===== src/rtl/carryskip_sub_seq32_if.sv =====
// Operand and result handshake bundle for the iterative carry-skip subtractor.
// master = producer/consumer side, slave = the subtractor.
interface carryskip_sub_seq32_if #(
    parameter int WIDTH = 32,
    parameter int BLOCK = 8
);
    localparam int NG = WIDTH / BLOCK;
    localparam int SW = $clog2(NG + 1);

    logic             in_valid;
    logic             in_ready;
    logic [WIDTH-1:0] x;
    logic [WIDTH-1:0] y;
    logic             bin;
    logic             out_valid;
    logic             out_ready;
    logic [WIDTH-1:0] d;
    logic             bout;
    logic [SW-1:0]    skip_cnt;

    modport master (
        output in_valid, x, y, bin, out_ready,
        input  in_ready, out_valid, d, bout, skip_cnt
    );

    modport slave (
        input  in_valid, x, y, bin, out_ready,
        output in_ready, out_valid, d, bout, skip_cnt
    );
endinterface


===== src/rtl/carryskip_sub_seq32.sv =====
// Iterative carry-skip subtract d = x - y - bin, one BLOCK-bit group per cycle; out_valid rises NG edges after accept.
// Backpressure: result held in DONE until out_ready; in_ready only in IDLE, so nothing is accepted while busy.
module carryskip_sub_seq32 #(
    parameter int WIDTH = 32,
    parameter int BLOCK = 8
) (
    input  logic                clk,
    input  logic                rst,
    carryskip_sub_seq32_if.slave io
);
    localparam int NG = WIDTH / BLOCK;
    localparam int SW = $clog2(NG + 1);
    localparam int GW = (NG > 1) ? $clog2(NG) : 1;
    localparam logic [GW-1:0] LAST_G = GW'(NG - 1);

    typedef enum logic [1:0] {IDLE, RUN, DONE} state_t;

    state_t           state_q, state_d;
    logic             in_ready_q, in_ready_d;
    logic [WIDTH-1:0] x_q, x_d;
    logic [WIDTH-1:0] y_q, y_d;
    logic             c_q, c_d;
    logic [GW-1:0]    g_q, g_d;
    logic [WIDTH-1:0] d_q, d_d;
    logic             bout_q, bout_d;
    logic [SW-1:0]    skip_cnt_q, skip_cnt_d;

    logic [BLOCK-1:0] x_grp, y_grp, p_grp;
    logic [BLOCK:0]   sum_grp;
    int               grp_lsb;

    always_comb begin
        state_d    = state_q;
        x_d        = x_q;
        y_d        = y_q;
        c_d        = c_q;
        g_d        = g_q;
        d_d        = d_q;
        bout_d     = bout_q;
        skip_cnt_d = skip_cnt_q;

        // Subtraction is x + ~y + carry, with carry seeded from ~bin
        grp_lsb = int'(g_q) * BLOCK;
        x_grp   = x_q[grp_lsb +: BLOCK];
        y_grp   = y_q[grp_lsb +: BLOCK];
        p_grp   = x_grp ^ ~y_grp;
        sum_grp = {1'b0, x_grp} + {1'b0, ~y_grp} + {{BLOCK{1'b0}}, c_q};

        case (state_q)
            IDLE: begin
                if (io.in_valid && in_ready_q) begin
                    x_d        = io.x;
                    y_d        = io.y;
                    c_d        = ~io.bin;
                    g_d        = '0;
                    skip_cnt_d = '0;
                    state_d    = RUN;
                end
            end
            RUN: begin
                d_d[grp_lsb +: BLOCK] = sum_grp[BLOCK-1:0];
                // A fully propagating group passes its carry-in straight through
                c_d = (&p_grp) ? c_q : sum_grp[BLOCK];
                if (&p_grp) begin
                    skip_cnt_d = skip_cnt_q + SW'(1);
                end
                if (g_q == LAST_G) begin
                    bout_d  = ~c_d;
                    state_d = DONE;
                end else begin
                    g_d = g_q + GW'(1);
                end
            end
            DONE: begin
                if (io.out_ready) begin
                    state_d = IDLE;
                end
            end
            default: state_d = IDLE;
        endcase

        in_ready_d = (state_d == IDLE);
    end

    always_ff @(posedge clk) begin
        if (rst) begin
            state_q    <= IDLE;
            in_ready_q <= 1'b0;
            x_q        <= '0;
            y_q        <= '0;
            c_q        <= 1'b0;
            g_q        <= '0;
            d_q        <= '0;
            bout_q     <= 1'b0;
            skip_cnt_q <= '0;
        end else begin
            state_q    <= state_d;
            in_ready_q <= in_ready_d;
            x_q        <= x_d;
            y_q        <= y_d;
            c_q        <= c_d;
            g_q        <= g_d;
            d_q        <= d_d;
            bout_q     <= bout_d;
            skip_cnt_q <= skip_cnt_d;
        end
    end

    assign io.in_ready  = in_ready_q;
    assign io.out_valid = (state_q == DONE);
    assign io.d         = d_q;
    assign io.bout      = bout_q;
    assign io.skip_cnt  = skip_cnt_q;
endmodule


===== src/flat_wrapper.sv =====
// flat-port wrapper written by rule: the top's interface ports become plain ports
module carryskip_sub_seq32_flat 
#(
    parameter int WIDTH = 32,
    parameter int BLOCK = 8
)
  (clk, rst, io_in_valid, io_x, io_y, io_bin, io_out_ready, io_in_ready, io_out_valid, io_d, io_bout, io_skip_cnt);
  carryskip_sub_seq32_if #(.WIDTH(WIDTH), .BLOCK(BLOCK)) io_i ();
  input  logic clk;
  input  logic rst;
  input wire logic [$bits(io_i.in_valid)-1:0] io_in_valid;
  input wire logic [$bits(io_i.x)-1:0] io_x;
  input wire logic [$bits(io_i.y)-1:0] io_y;
  input wire logic [$bits(io_i.bin)-1:0] io_bin;
  input wire logic [$bits(io_i.out_ready)-1:0] io_out_ready;
  output wire logic [$bits(io_i.in_ready)-1:0] io_in_ready;
  output wire logic [$bits(io_i.out_valid)-1:0] io_out_valid;
  output wire logic [$bits(io_i.d)-1:0] io_d;
  output wire logic [$bits(io_i.bout)-1:0] io_bout;
  output wire logic [$bits(io_i.skip_cnt)-1:0] io_skip_cnt;
  assign io_i.in_valid = io_in_valid;
  assign io_i.x = io_x;
  assign io_i.y = io_y;
  assign io_i.bin = io_bin;
  assign io_i.out_ready = io_out_ready;
  assign io_in_ready = io_i.in_ready;
  assign io_out_valid = io_i.out_valid;
  assign io_d = io_i.d;
  assign io_bout = io_i.bout;
  assign io_skip_cnt = io_i.skip_cnt;
  carryskip_sub_seq32 #(.WIDTH(WIDTH), .BLOCK(BLOCK)) u_core (.clk(clk), .rst(rst), .io(io_i));
endmodule

===== config.mk =====
export PLATFORM = sky130hd
export DESIGN_NAME = carryskip_sub_seq32_flat
export DESIGN_NICKNAME = d
export VERILOG_FILES = /design/src/rtl/carryskip_sub_seq32_if.sv /design/src/rtl/carryskip_sub_seq32.sv /design/src/flat_wrapper.sv
export SDC_FILE = /design/constraint.sdc
export NUM_CORES = 1
export LEC_CHECK = 0
export BUFFER_PORTS_ARGS = -buffer_cell sky130_fd_sc_hd__buf_2
export CAP_MARGIN = 5
export CORE_ASPECT_RATIO = 1.75
export CORE_MARGIN = 2
export CORE_UTILIZATION = 34
export CTS_BUF_LIST = sky130_fd_sc_hd__clkbuf_4 sky130_fd_sc_hd__clkbuf_8 sky130_fd_sc_hd__clkbuf_16
export CTS_CLUSTER_SIZE = 16
export DETAILED_ROUTE_END_ITERATION = 10
export PLACE_DENSITY = 0.59
export SETUP_SLACK_MARGIN = 0.3
export SLEW_MARGIN = 10
export SYNTH_ARGS = -nofsm -noshare
export SYNTH_HDL_FRONTEND = slang
export SYNTH_SLANG_ARGS = --single-unit

===== constraint.sdc =====
create_clock -name clk -period 4.2 [get_ports clk]
set_input_delay 0.63 -clock clk [delete_from_list [all_inputs] [get_ports clk]]
set_output_delay 0.63 -clock clk [all_outputs]
set_load 0.03 [all_outputs]

* After elaboration in Yosys (flattened, before gate mapping) *
Index checks and enable logic that the tools add are counted.

cells by class
  multiply operators = 0
  shifts and indexed selects = 4
  eq/ne operators = 6
  divide/modulo/power cells = 0
  bitwise operators = 4
  reductions and logical operators = 10
  $lt $le $gt $ge = 0
  $add $sub $neg = 5
  mux-type cells = 14

operators with widths
  kind                     number
  $shiftx 32x6->8          2
  $neg 5->33               1
  $shift 8x33->32 const A  1
  $shiftx 8x33->32         1
  $bwmux 32                1
  $mux 2                   5
  $add 8x8->9              1
  $add 9x1->9              1
  $not 8->8                1
  $reduce_and 8->1         1
  $xor 8x8->8              1
  $mux 3                   2
  $pmux 2 s3               1
  $pmux 3 s2               1
  $reduce_and 2->1         3
  $reduce_and 3->1         2
  $eq 2x2->1 const B       2
  $logic_not 2->1          2
  $ne 2x1->1 const B       2
  $pmux 2 s2               1
  $add 3x1->3 const B      1
  $add 2x1->2 const B      1
  $eq 2x1->1 const B       1
  $mux 1                   2
  5 further kinds          6

word-level totals
  output and inout port bits = 38
  logic and storage cells = 52
  flip-flop bits (word level) = 106
  memory bits (writable) = 0
  bits in read-only memories = 0
  bits in latches = 0
  bits of input ports = 69
  memories kept = 0

* Depth between registers and ports, before layout *
Gate-level depths: netlist (run 1).

  depth in word-level cells = 6
  mapped depth = 9
  gate-level depth less buffers = 8

* Least setup slack after synthesis (run 1) *
No wires, ideal clock.

  path kind = reg2reg
  start point = register u_core.g_q[0]
  end point = register u_core.d_q[14] (netlist: u_core.io.d[14])
  library setup time = 106 ps
  period minus slack after synthesis = 3,263 ps
  stages on the path, launching flop included = 10
  buffers on the path = 2
  slack = 937 ps
  arrival time = 3,157 ps
  data required time = 4,094 ps
  path through = dfxtp_1 > buf_2 > buf_2 > mux4_2 > fa_1 > fa_1 > nand3_1 > a21oi_1 > nand2b_1 > o311ai_0

between the ends
  cells in the longest elaborated chain, start to end = 6
  elaborated cells on any way between the ends = 9
  those cells by class = 3 x add/sub; 4 x shift; 1 x mux; 1 x bitwise

ends and longest elaborated chain
  what                    RTL line                    text
  start, declared         carryskip_sub_seq32.sv:23   logic [GW-1:0] g_q, g_d;
  start signal, assigned  carryskip_sub_seq32.sv:102  g_q <= g_d;
  $shiftx 32x6->8         carryskip_sub_seq32.sv:45   y_grp = y_q[grp_lsb +: BLOCK];
  $not 8->8               carryskip_sub_seq32.sv:47   sum_grp = {1'b0, x_grp} + {1'b0, ~y_grp} + {{BLOCK{1'b0}}, c_q};
  $add 8x8->9             carryskip_sub_seq32.sv:47
  $add 9x1->9             carryskip_sub_seq32.sv:47
  $shiftx 8x33->32        carryskip_sub_seq32.sv:61   d_d[grp_lsb +: BLOCK] = sum_grp[BLOCK-1:0];
  $bwmux 32 (*)           carryskip_sub_seq32.sv:61
  end signal, assigned    carryskip_sub_seq32.sv:93   d_q <= '0;
  end signal, assigned    carryskip_sub_seq32.sv:103  d_q <= d_d;
  end, declared           carryskip_sub_seq32.sv:24   logic [WIDTH-1:0] d_q, d_d;

Mark *: on every way between the ends. The rest lies on a longest branch, timed or not.
A chain may end at the register's enable or synchronous reset.

* Final worst setup path (run 1) *
  start point = register u_core.g_q[0]
  end point = register u_core.d_q[22] (netlist: u_core.io.d[22])

Same word-level chain as after synthesis.

==> run_results.csv, run 1 <==
group,metric,value,unit
status,status,"finished, final reports clean",
timing,hold_ws,456,ps
timing,slew_headroom,45.8,%
die,rows,57,
place,dpl.cell_count,800,
timing,finClkSkew,8.65,ps
power,seq_power_share,46.8,%
timing,worstMarginPinSlew,812,ps
power,p_per_area,401,nW/um^2
critical_path,ff2ff_path_depth,7,
clock_tree,postCtsHoldBufs,0,
min_path,min_from,"u_core.io.d[20]$_SDFFE_PP0P_",
detailed_routing,wl_met3,574,microns
logic_synthesis,synth_top_cell_by_area,"dfxtp_1",
min_path,hold_depth,2,
detailed_routing,drc_errors,0,
clock_tree,cts_resized,0,
power,p_switching,631,uW
grt,antenna_found_initial,0,
grt,grt-ovfl-total,0,
clock_tree,cts-buffers-inserted,9,
min_path,min_to,"u_core.io.d[20]$_SDFFE_PP0P_",
power,p_int,1.68,mW
critical_path,slowest_stage,"dfxtp_1",
critical_path,crit_family,"adder cells",
layout,area_delta_synth_final,20.6,%
timing,hold_viol,0,
grt,grt_max_degree,67,
layout,multiInputGateArea,2490,sq um
layout,fin_nets,720,
job,maxCapViolCount,0,
layout,nFillCells,1434,
power,p_sw_share,27.3,%
timing,rsz0062_at_grt,"false",
critical_path,crit_chain,"mux4_2, fa_1, fa_1, nand3_1, a21oi_1, nand2b_1, o311ai_0",
place,gp_congestion,0.877,
critical_path,start_kind,"register",
critical_path,crit_buf_inv,0,
logic_synthesis,seq_area_frac_synth,44.4,%
detailed_routing,vias,4263,
critical_path,r2r-end,"u_core.io.d[22]$_SDFFE_PP0P_",
power,p_clk_share,37.0,%
place,hpwl,10500,microns
die,die_w,93.6,microns
logic_synthesis,synth_nets,633,
detailed_routing,drt-total-wl,13600,microns
critical_path,critical-path-max-stage-delay,850,ps
clock_tree,numClockSinks,106,
detailed_routing,wl_met1,4660,microns
layout,n_antenna_cell,0,
critical_path,worst-setup-path-type,"reg2reg",
critical_path,crit_fanout,13,
clock_tree,cts_max_level,3,
grt,grtUsageTotal,18.1,%
die,io_pins,107,
detailed_routing,drt_pass1_iterations,4,
grt,grt_pass1_vias,4287,
logic_synthesis,synth_top_area_share,44.4,%
logic_synthesis,async_flop_share,0,%
layout,layout-drive-gt1-share,24.3,%
timing,setup_viol,0,
critical_path,crit_arrival,3720,ps
critical_path,r2r-start,"u_core.g_q[0]$_SDFFE_PP0P_",
critical_path,required,4410,ps
logic_synthesis,synth_flop_cell,"dfxtp_1",
clock_tree,clk_pin_slew,70,ps
power,p_comb_share,16.2,%
detailed_routing,drt_iter0_drc,206,
logic_synthesis,syn-cell-area,4780,sq um
clock_tree,clk_latency,340,ps
die,fp.dieH,161,microns
critical_path,crit_path_end_kind,"register",
power,irDropWorstVdd,239,uV
die,core_area,13800,sq um
timing,layout_setup_ws,685,ps
logic_synthesis,yosysMostFrequentCell,"nand2_1",
logic_synthesis,synth_commonest_cells,"nand2_1 (141), dfxtp_1 (106), a21oi_1 (79), clkbuf_1 (30), nor2_1 (26)",
timing,post-route-period-util,83.7,%
timing,drv_slew,0,
clock_tree,cts_tree,"built",
detailed_routing,routed_via_density,5.22,
logic_synthesis,synth_edf_count,0,
power,p_leak,2.22,nW
logic_synthesis,synth-seq-cells,106,
clock_tree,post_cts_buffers,0,
critical_path,reg2reg_slack,690,ps
place,pre_cts_slack,659,ps
critical_path,cp-startpoint,"u_core.g_q[0]$_SDFFE_PP0P_",
detailed_routing,wl_per_cell,16.6,microns
logic_synthesis,synth.area.top_cells,"dfxtp_1 (44%), nand2_1 (11%), a21oi_1 (8.3%), mux4_2 (7.5%), ha_1 (3.9%)",
place,numPortBuffers,106,
clock_tree,cts_buffer_depth,2,
detailed_routing,wl_met2,7670,microns
timing,fmax,285,MHz
logic_synthesis,yosysWarnings,0,
layout,final_cells,816,
logic_synthesis,synthDistinctLibCells,51,
logic_synthesis,syn_area_per_cell,8.73,sq um
clock_tree,clock-root-buffer,"clkbuf_16",
layout,seq_area,2120,sq um
detailed_routing,postRouteAntennaNets,0,
logic_synthesis,netlist_instances,547,
min_path,min_path_type,"reg2reg",
critical_path,crit_top_cell,"fa_1",
detailed_routing,highest_layer,"met4",
grt,grt_pass1_wl,21200,microns
timing,final.min_clock_period,3510,ps
timing,tns,0,ps
die,dieArea,15100,sq um
die,initial_core_util,34.5,%
[power by group through the flow]
| stage | Sequential [mW] | Clock (mW) | Combinational, mW |
|---|---|---|---|
| 4_1_cts | 1.08 | 0.878 | 0.376 |
| 5_1_grt | 1.09 | 0.912 | 0.413 |
| 2_1_floorplan | 1.11 | 0 | 0.244 |
| 3_5_place_dp | 1.11 | 0 | 0.374 |
| 3_3_place_gp | 1.10 | 0 | 0.365 |
| 6_report | 1.08 | 0.855 | 0.376 |
[through the flow]
stage	power, mW	instance area (sq um)	utilization (%)
after floorplan	1.35	4780	-
after global placement	1.47	5460	39.4
after detailed placement	1.48	5460	39.4
after CTS	2.34	5760	41.6
after global routing	2.41	5760	41.6
final	2.31	5760	41.6
[layer usage]
layer,vias to the layer above,GRT usage [%]
met2,123,34.8
met5,-,0
li1,2102,-
met3,38,3.14
met1,2000,17.4
met4,0,10.3
[layout make-up]
class                   count  area share, %
multi-input cells         393           43.2
flip-flops and latches    106           36.8
repair buffers            112           10.0
clock buffers              12           4.41
well taps                 177           3.84
clock inverters             4          0.890
inverters                  12          0.782
[kinds of logic (layout without fill, tap and decap cells)]
| group | after synthesis | count (layout) | share of synthesized area (%) |
|---|---|---|---|
| compound gates | 129 | 129 | 16.2 |
| xor+xnor | 1 | 1 | 0.183 |
| fa+ha+maj | 17 | 17 | 4.77 |
| buf+inv | 48 | 140 | 3.90 |
| flops | 106 | 106 | 44.4 |
| mux | 16 | 16 | 7.54 |
| simple gates | 230 | 230 | 23.0 |
[worst register-to-register path: stages, from the launching register on]
cell	delay [ps]
dfxtp_1	850
mux4_2	650
fa_1	470
fa_1	430
nand3_1	180
a21oi_1	160
nand2b_1	230
o311ai_0	420
[placed cells by master (no fill, tap or decap), types with 4 or more instances in the layout]
cell       instances
nand2_1          141
inv_1             12
buf_4              7
nand4_1            7
ha_1              15
o211ai_1           5
a22oi_1           12
or3_1              5
o21ai_0            8
nor2_1            26
nand2b_1           5
a32oi_1            5
clkbuf_16          9
o311ai_0           9
nand3_1            4
buf_2            105
nand3b_1          12
dfxtp_1          106
a21oi_1           79
mux4_2            16
[registers in the layout (all words and copies together), names as in the netlist]
signal	cells
u_core.io.d	32
u_core.x_q	32
u_core.y_q	32
u_core.io.skip_cnt	3
u_core.g_q	2
u_core.state_q	2
u_core.c_q	1
u_core.io.bout	1
u_core.io.in_ready	1
[worst max path at each step]
stage | end | slack, ps | cells after the start
floorplan | u_core.io.d[14]$_SDFFE_PP0P_ | 940 | 9
global route | u_core.io.d[22]$_SDFFE_PP0P_ | 450 | 7
finish | u_core.io.d[22]$_SDFFE_PP0P_ | 690 | 7
global placement | u_core.io.skip_cnt[2]$_SDFFE_PP0P_ | 750 | 7
detailed placement | u_core.io.skip_cnt[2]$_SDFFE_PP0P_ | 660 | 7
CTS | u_core.io.skip_cnt[2]$_SDFFE_PP0P_ | 620 | 7
Power figures use the tool's default switching activity.
==> run 2, diff against run 1 <==
--- a/config.mk
+++ b/config.mk
@@ -5,6 +5,7 @@
 export SDC_FILE = /design/constraint.sdc
 export NUM_CORES = 1
 export LEC_CHECK = 0
+export ABC_AREA = 1
 export BUFFER_PORTS_ARGS = -buffer_cell sky130_fd_sc_hd__buf_2
 export CAP_MARGIN = 5
 export CORE_ASPECT_RATIO = 1.75
==> constraint.sdc (replaced) <==
create_clock -name clk -period 3.4 [get_ports clk]
set_input_delay 0.51 -clock clk [delete_from_list [all_inputs] [get_ports clk]]
set_output_delay 0.51 -clock clk [all_outputs]
set_load 0.03 [all_outputs]
==> run 2 against run 1 <==
  * Worst setup slack lost 120 ps
  * Flip-flop and latch count is the same
  * First-iteration DRC count grew 10%
  * Critical endpoint is now u_core.io.d[14]$_SDFFE_PP0P_
  * Synthesized area rose by 1.7%
  * Power increased by 32%
  * Highest routed layer unchanged
  * Global-route usage is essentially flat
==> run_results.csv, run 2 <==
group,metric,value,unit
clock_tree,clk_latency,350,ps
power,p_per_area,530,nW/um^2
clock_tree,cts_buffer_depth,2,
critical_path,start_kind,"register",
detailed_routing,drc_errors,0,
critical_path,worst-setup-path-type,"reg2reg",
grt,antenna_found_initial,0,
place,hpwl,10600,microns
timing,layout_setup_ws,565,ps
grt,grt_pass1_vias,4331,
clock_tree,cts_max_level,3,
detailed_routing,drt_iter0_drc,227,
die,dieArea,15300,sq um
min_path,min_path_type,"in2reg",
timing,slew_headroom,32.2,%
logic_synthesis,syn-cell-area,4860,sq um
timing,setup_viol,0,
place,numPortBuffers,106,
timing,tns,0,ps
logic_synthesis,synth_edf_count,0,
logic_synthesis,seq_area_frac_synth,43.7,%
critical_path,crit_buf_inv,1,
die,core_area,13900,sq um
layout,layout-drive-gt1-share,20.5,%
grt,grtUsageTotal,18.1,%
logic_synthesis,netlist_instances,650,
die,io_pins,107,
timing,final.min_clock_period,2840,ps
layout,utilization,41.5,%
detailed_routing,wl_per_cell,14.9,microns
logic_synthesis,synth_top_area_share,43.7,%
grt,grt_pass1_wl,21500,microns
logic_synthesis,synth_nets,736,
place,dpl_cell_area,5470,sq um
logic_synthesis,yosysMostFrequentCell,"nor2_1",
detailed_routing,drt_pass1_iterations,4,
critical_path,crit_chain,"buf_4, nand2_1, a32o_1, fa_1, fa_1, nand2_1, nand2_1, nand3b_1, nand3_1, nand2_1, nand4_1, a21oi_1",
die,fp.dieH,162,microns
power,total_power,3.06,mW
layout,fin_nets,821,
critical_path,crit_path_end_kind,"register",
power,p_leak,2.47,nW
clock_tree,post_cts_buffers,0,
job,maxCapViolCount,0,
grt,grt_max_degree,71,
status,status,"finished, final reports clean",
clock_tree,postCtsHoldBufs,0,
detailed_routing,postRouteAntennaNets,0,
logic_synthesis,async_flop_share,0,%
clock_tree,clock-root-buffer,"clkbuf_16",
logic_synthesis,synth_commonest_cells,"nor2_1 (159), dfxtp_1 (106), nand2_1 (103), o21ai_0 (86), a21oi_1 (45)",
critical_path,crit_fanout,45,
timing,fmax,353,MHz
die,die_w,94.3,microns
detailed_routing,drt-total-wl,13700,microns
critical_path,reg2reg_slack,560,ps
die,rows,57,
layout,final_cell_mix,"nor2_1 (159), buf_2 (106), dfxtp_1 (105)",
timing,rsz0062_at_grt,"false",
logic_synthesis,yosysWarnings,0,
detailed_routing,routed_via_density,4.94,
detailed_routing,vias,4533,
critical_path,crit_arrival,3110,ps
timing,hold_viol,0,
clock_tree,cts_tree,"built",
die,initial_core_util,34.9,%
layout,n_antenna_cell,0,
critical_path,crit_top_cell,"nand2_1",
timing,drv_slew,0,
logic_synthesis,syn_area_per_cell,7.47,sq um
logic_synthesis,synthDistinctLibCells,40,
clock_tree,cts-buffers-inserted,9,
logic_synthesis,synth_flop_cell,"dfxtp_1",
layout,fin_area,5770,sq um
critical_path,required,3680,ps
place,pre_cts_slack,539,ps
critical_path,critical-path-max-stage-delay,480,ps
layout,area_delta_synth_final,18.8,%
clock_tree,numClockSinks,106,
critical_path,crit_family,"adder cells",
logic_synthesis,synth-seq-cells,106,
timing,post-route-period-util,83.4,%
clock_tree,clk_pin_slew,70,ps
critical_path,slowest_stage,"fa_1",
layout,layout_commonest_cell,"nor2_1",
timing,worstMarginPinSlew,1010,ps
power,irDropWorstVdd,245,uV
timing,finClkSkew,9.63,ps
logic_synthesis,synth.area.top_cells,"dfxtp_1 (44%), nor2_1 (12%), o21ai_0 (8.9%), nand2_1 (8.0%), a21oi_1 (4.6%)",
logic_synthesis,synth_top_cell_by_area,"dfxtp_1",
place,gp_congestion,0.885,
layout,nFillCells,1511,
grt,grt-ovfl-total,0,
## run 2: worst paths after layout
check | endpoint | from | depth (start not counted)
worst max-delay path | u_core.io.d[14]$_SDFFE_PP0P_ | u_core.g_q[0]$_SDFFE_PP0P_ | 12
worst min-delay path | u_core.y_q[6]$_SDFFE_PP0P_ | io_y[6] | 3
worst max register to register | u_core.io.d[14]$_SDFFE_PP0P_ | u_core.g_q[0]$_SDFFE_PP0P_ | 12
worst min register to register | u_core.io.d[21]$_SDFFE_PP0P_ | u_core.io.d[21]$_SDFFE_PP0P_ | 2
## run 2: cell type report
class                      instances  area, sq um  share of cell area [%]
clock buffer                       9          225                    3.91
clock inverter                     7         75.1                    1.30
inverter                          27          101                    1.76
multi-input combinational        479         2440                    42.4
sequential                       106         2120                    36.8
tap                              177          221                    3.84
timing repair buffer             112          576                    9.98
## run 2: cell families after synthesis
kind of cell / after synthesis / share of synthesized area [%]
fa+ha+maj: 17 / 4.69
flops: 106 / 43.7
compound gates: 154 / 17.2
xor+xnor: 3 / 0.851
simple gates: 305 / 27.6
buf+inv: 65 / 5.95
## run 2: what timing repair did
action,in CTS,in global routing
setup endpoints to repair,0,1
gates resized for setup,0,1
hold endpoints to repair,0,0
## run 2: metrics by stage
stage,std cells,hold WS [ps]
after CTS,917,407
final,917,414
after global placement,901,453
after detailed placement,901,454
after floorplan,650,424
after global routing,917,432
## run 2: power breakdown
group	switching, mW	internal, mW
Combinational	0.419	0.228
Clock	0.468	0.575
Sequential	0.0510	1.32
## run 2: worst register-to-register path, delay by kind of cell, from the launching register on
family | cells | cell delay [ps]
AO/OA/AOI/OAI | 2 | 470
AND/OR/NAND/NOR | 7 | 670
flip-flops | 1 | 330
buffers and inverters | 1 | 400
adder cells (fa/ha/maj) | 2 | 890
## run 2: metal layers
metal	up-vias	share of wire (%)	global-route usage, %
met1	2096	37	19.2
met2	107	56	34.5
met4	0	2.7	7.11
met3	21	3.8	2.83
met5	-	0	0
li1	2309	-	-
